$ cat src/rtl/id_ex_stage.sv
// ID->EX pipeline register with load-use hazard detection, bubble insertion
// on stall or flush, and a saturating count of stall cycles.
module id_ex_stage #(
  parameter int XLEN   = 64,
  parameter int REGW   = 5,
  parameter int ALUOPW = 2,
  parameter int CNTW   = 32
) (
  input  logic              clk,
  input  logic              reset,
  input  logic              id_valid,
  input  logic [XLEN-1:0]   id_pc,
  input  logic [XLEN-1:0]   id_rs1_data,
  input  logic [XLEN-1:0]   id_rs2_data,
  input  logic [XLEN-1:0]   id_imm,
  input  logic [REGW-1:0]   id_rs1,
  input  logic [REGW-1:0]   id_rs2,
  input  logic [REGW-1:0]   id_rd,
  input  logic              id_uses_rs1,
  input  logic              id_uses_rs2,
  input  logic [5:0]        id_ctrl,
  input  logic [ALUOPW-1:0] id_alu_op,
  input  logic              flush,
  output logic              ex_valid,
  output logic [XLEN-1:0]   ex_pc,
  output logic [XLEN-1:0]   ex_rs1_data,
  output logic [XLEN-1:0]   ex_rs2_data,
  output logic [XLEN-1:0]   ex_imm,
  output logic [REGW-1:0]   ex_rs1,
  output logic [REGW-1:0]   ex_rs2,
  output logic [REGW-1:0]   ex_rd,
  output logic [5:0]        ex_ctrl,
  output logic              ex_alu_src,
  output logic [ALUOPW-1:0] ex_alu_op,
  output logic              stall,
  output logic [CNTW-1:0]   stall_cnt
);

  logic              valid_q, valid_d;
  logic [XLEN-1:0]   pc_q, pc_d, rs1_data_q, rs1_data_d;
  logic [XLEN-1:0]   rs2_data_q, rs2_data_d, imm_q, imm_d;
  logic [REGW-1:0]   rs1_q, rs1_d, rs2_q, rs2_d, rd_q, rd_d;
  logic [5:0]        ctrl_q, ctrl_d;
  logic [ALUOPW-1:0] alu_op_q, alu_op_d;
  logic [CNTW-1:0]   cnt_q, cnt_d;
  logic              stall_w;

  function automatic logic [CNTW-1:0] sat_inc(input logic [CNTW-1:0] v);
    return (v == '1) ? v : v + CNTW'(1);
  endfunction

  // Load in EX (mem_read = ctrl[1]) whose destination feeds a source read in ID.
  assign stall_w = id_valid & valid_q & ctrl_q[1] & (rd_q != '0) &
                   ((id_uses_rs1 & (id_rs1 == rd_q)) |
                    (id_uses_rs2 & (id_rs2 == rd_q)));

  always_comb begin
    valid_d    = valid_q;
    pc_d       = pc_q;
    rs1_data_d = rs1_data_q;
    rs2_data_d = rs2_data_q;
    imm_d      = imm_q;
    rs1_d      = rs1_q;
    rs2_d      = rs2_q;
    rd_d       = rd_q;
    ctrl_d     = ctrl_q;
    alu_op_d   = alu_op_q;
    cnt_d      = stall_w ? sat_inc(cnt_q) : cnt_q;
    if (flush || stall_w) begin
      // Bubble: kill control only; operand registers keep their old contents.
      valid_d  = 1'b0;
      ctrl_d   = '0;
      alu_op_d = '0;
      rd_d     = '0;
    end else begin
      valid_d    = id_valid;
      pc_d       = id_pc;
      rs1_data_d = id_rs1_data;
      rs2_data_d = id_rs2_data;
      imm_d      = id_imm;
      rs1_d      = id_rs1;
      rs2_d      = id_rs2;
      alu_op_d   = id_alu_op;
      ctrl_d     = id_valid ? id_ctrl : 6'b0;
      rd_d       = id_valid ? id_rd : '0;
    end
  end

  // ID -> EX register boundary
  always_ff @(posedge clk) begin
    if (reset) begin
      valid_q    <= 1'b0;
      pc_q       <= '0;
      rs1_data_q <= '0;
      rs2_data_q <= '0;
      imm_q      <= '0;
      rs1_q      <= '0;
      rs2_q      <= '0;
      rd_q       <= '0;
      ctrl_q     <= '0;
      alu_op_q   <= '0;
      cnt_q      <= '0;
    end else begin
      valid_q    <= valid_d;
      pc_q       <= pc_d;
      rs1_data_q <= rs1_data_d;
      rs2_data_q <= rs2_data_d;
      imm_q      <= imm_d;
      rs1_q      <= rs1_d;
      rs2_q      <= rs2_d;
      rd_q       <= rd_d;
      ctrl_q     <= ctrl_d;
      alu_op_q   <= alu_op_d;
      cnt_q      <= cnt_d;
    end
  end

  assign ex_valid    = valid_q;
  assign ex_pc       = pc_q;
  assign ex_rs1_data = rs1_data_q;
  assign ex_rs2_data = rs2_data_q;
  assign ex_imm      = imm_q;
  assign ex_rs1      = rs1_q;
  assign ex_rs2      = rs2_q;
  assign ex_rd       = rd_q;
  assign ex_ctrl     = ctrl_q;
  assign ex_alu_src  = ctrl_q[0];
  assign ex_alu_op   = alu_op_q;
  assign stall       = stall_w;
  assign stall_cnt   = cnt_q;

endmodule

$ cat config.mk
export PLATFORM = sky130hd
export DESIGN_NAME = id_ex_stage
export DESIGN_NICKNAME = d
export VERILOG_FILES = /design/src/rtl/id_ex_stage.sv
export SDC_FILE = /design/constraint.sdc
export NUM_CORES = 1
export LEC_CHECK = 0
export CORE_AREA = 2 2 231 233
export DETAILED_ROUTE_END_ITERATION = 8
export DIE_AREA = 0 0 233 235
export GPL_ROUTABILITY_DRIVEN = 0
export PLACE_DENSITY_LB_ADDON = 0.25
export SYNTH_ARGS = -nofsm -noshare
export SYNTH_HDL_FRONTEND = slang
export SYNTH_SLANG_ARGS = --single-unit
$ cat constraint.sdc
create_clock -name clk -period 2.14 [get_ports clk]
set_clock_uncertainty 0.15 [all_clocks]
set_input_delay 0.321 -clock clk [delete_from_list [all_inputs] [get_ports clk]]
set_output_delay 0.321 -clock clk [all_outputs]
set_load 0.01 [all_outputs]
==> flow_metrics.env <==
export IMPL_cp_arrival_ps=2740
export IMPL_synth_commonest_cells="dfxtp_1, nor2_1, mux2i_1, clkbuf_1"
export IMPL_yosys_area_top_type="dfxtp_1"
export IMPL_status="finished with violations"
export IMPL_die_w_um=233
export IMPL_maxCapViolCount=0
export IMPL_multiInputGateArea_mm2=0.004873
export IMPL_setup_viol_count_final=309
export IMPL_fmax_mhz=401.9
export IMPL_synth_seq_area_share_pct=54.13
export IMPL_start_util_pct=22.09
export IMPL_synth_xor_area_share_pct=1.139
export IMPL_grt_setup_unrepaired="yes"
export IMPL_placed_cells=2416
export IMPL_numCtsBuffers=37
export IMPL_hold_viol=0
export IMPL_cts_tree="done"
export IMPL_path_max_fanout=17
export IMPL_drtPass1Iterations=4
export IMPL_postCtsHoldBufs=0
export IMPL_route_detailed_wl_per_inst_um=16.89
export IMPL_layout_drive_gt1_share_pct=10.39
export IMPL_grt_pass1_vias=10470
export IMPL_syn2layout_area_growth_pct=76.35
export IMPL_layoutNonFillerInstCount=2488
export IMPL_drt_wl_total_mm=42.01
export IMPL_synth_seq_cells=312
export IMPL_synth_top_family_by_area="multiplexers"
export IMPL_overflow=0
export IMPL_ys_warn_count=0
export IMPL_core_rowCount=84
export IMPL_whs_ps=78.19
export IMPL_post_drt_via_cell_ratio=4.099
export IMPL_numPortBuffers=598
export IMPL_synthSimpleGateAreaFrac_pct=14.40
export IMPL_ant_nets=0
export IMPL_clockRootBuffer="clkbuf_16"
export IMPL_async_flop_share_pct=0
export IMPL_synth_compound_area_share_pct=2.472
export IMPL_min_period_ps=2488
export IMPL_layout_nets=2060
export IMPL_synth_edf_count=0
export IMPL_synth_most_common_cell="dfxtp_1"
export IMPL_antenna_found_initial=1
export IMPL_coreArea_mm2=0.05224
export IMPL_worst_path_buf_inv=3
export IMPL_worstPathRequired_ps=2390
export IMPL_avgSynthCellArea_um2=10.48
export IMPL_grt_max_degree=67
export IMPL_n_antenna_cell=0
export IMPL_synthCells=1101
export IMPL_worst_pin_slew_ps=543.5
export IMPL_fp_dieArea_mm2=0.05476
export IMPL_clkLatencyLatePin_ps=530
export IMPL_synthMuxAreaShare_pct=23.45
export IMPL_cpPeakStageDelay_ps=560
export IMPL_hpwl_mm=32.31
export IMPL_regArea_mm2=0.006259
export IMPL_cts_path_max_buffers=3
export IMPL_slew_headroom_pct=63.77
export IMPL_crit_type="reg -> reg"
export IMPL_p_leak_nw=8.407
export IMPL_grt_usage_pct=14.69
export IMPL_final_util_pct=38.96
export IMPL_drt_iter0_markers=360
export IMPL_hp_class="in -> reg"
export IMPL_synth_top_area_share_pct=54.13
export IMPL_setup_slack_ps=-348.4
export IMPL_io_pin_count=599
export IMPL_syn_area_mm2=0.01154
export IMPL_start_kind="register"
export IMPL_synth_cell_types=36
export IMPL_synthAdderAreaFrac_pct=0.1084
export IMPL_cp_top_family="simple AND/OR/NAND/NOR gates"
export IMPL_ys_top_cells_by_area="dfxtp_1, mux2i_1, nor2_1"
export IMPL_drc=0
export IMPL_post_route_period_util_pct=116.3
export IMPL_vdd_ir_drop_worst_uv=428.0
export IMPL_syn_nets=1387
export IMPL_clkSinkCount=312
export IMPL_violations="setup timing"
export IMPL_powerDensity_mw_per_mm2=729.0
export IMPL_end_kind="register"
export IMPL_r2r_slack_ps=-350
export IMPL_worstPathCellList="or4_4 -> o2111a_2 -> buf_6 -> a21oi_4 -> buf_12 -> buf_4 -> mux2i_1 -> nor2_1"
export IMPL_cpMaxStageDelayCell="or4_4"
export IMPL_grt_pass1_wl_mm=62.39
export IMPL_routed_via_count=10200
export IMPL_die_h_um=235
export IMPL_synth_main_ff_cell="dfxtp_1"
export IMPL_clkTransAtPathRegs_ps=60
export IMPL_htree_levels=2
export IMPL_fill_cells=5207
export IMPL_maxSlewViolCount=0
## logic make-up after synthesis
kind of cell | after synthesis
and+or+nand+nor | 381
DFF | 312
xor gates and xnor gates | 15
muxes | 270
buffers and inverters | 72
AOI/OAI and AO/OA | 50
adders and majority gates | 1
## registers in the layout, indices dropped and copies added (netlist names), 2 cells and up
signal and flops:
ex_ctrl 6, ex_rs2 5, ex_imm 64, ex_rs2_data 64, stall_cnt 32, ex_pc 64
ex_rd 5, ex_alu_op 2, ex_rs1_data 64, ex_rs1 5
## through the flow
step                      setup slack (ps)  instance area (µm²)  setup TNS (ps)  power, mW
after floorplan                     -128.6                11680          -29320      7.222
after global routing                -447.5                20350         -113910      15.50
final                               -348.4                20350          -85300      14.83
after CTS                           -373.7                20260          -86750      15.07
after detailed placement            -657.2                18920         -180060      8.572
after global placement              -672.5                18920         -180560      8.549
## final cells by class
cell class	count	area share [%]
tap	688	4.230
timing repair buffer	703	34.94
clock inverter	9	0.5104
inverter	3	0.05534
clock buffer	56	5.552
multi-input combinational	717	23.95
sequential	312	30.76
## power by group
| group | internal (mW) | switching (mW) | leakage (nW) |
|---|---|---|---|
| combinational | 1.35 | 0.838 | 5.23 |
| clock | 3.88 | 2.49 | 0.603 |
| sequential | 6.12 | 0.157 | 2.57 |
| total | 11.3 | 3.49 | 8.41 |
## cells in the final DEF (no fill, tap or decap), types with 9 or more instances in the layout
cell type        synthesis  layout
buf_6                   22       9
buf_4                    6      76
o21ai_0                 17      17
clkbuf_8                 0       9
dfxtp_1                312     306
clkdlybuf4s50_1          0     596
nand2_1                 18      18
or3_1                   19      19
clkbuf_16                0      42
xnor2_1                 11       9
and2_1                  15      15
a21oi_1                 22      22
mux2i_1                267     267
nor2_1                 278     278
nand3_1                 10      10
buf_12                   0      15
nand4_1                 11      11
## routing by layer
layer / wire [µm] / GRT usage (%)
met2: 21090 / 26.56
met5: 13 / 0
met4: 809 / 3.609
met1: 16200 / 15.89
met3: 3894 / 5.740
## path summary, 6_finish.rpt
| path | startpoint | endpoint | depth (start not counted) |
|---|---|---|---|
| max | ex_rd[4] | ex_imm[46] | 8 |
| min | reset | ex_pc[14] | 2 |
| max reg2reg | ex_rd[4] | ex_imm[46] | 8 |
| min reg2reg | ex_rs1_data[7] | ex_rs1_data[7] | 2 |
## what timing repair did
action | in CTS | in global routing
setup buffers | 4 | 0
gates resized for setup | 22 | 2
endpoints found under the setup margin | 320 | 323
cloned | 0 | 3
pin swaps | 7 | 1
Note: power is estimated with default switching activity, not from simulation.
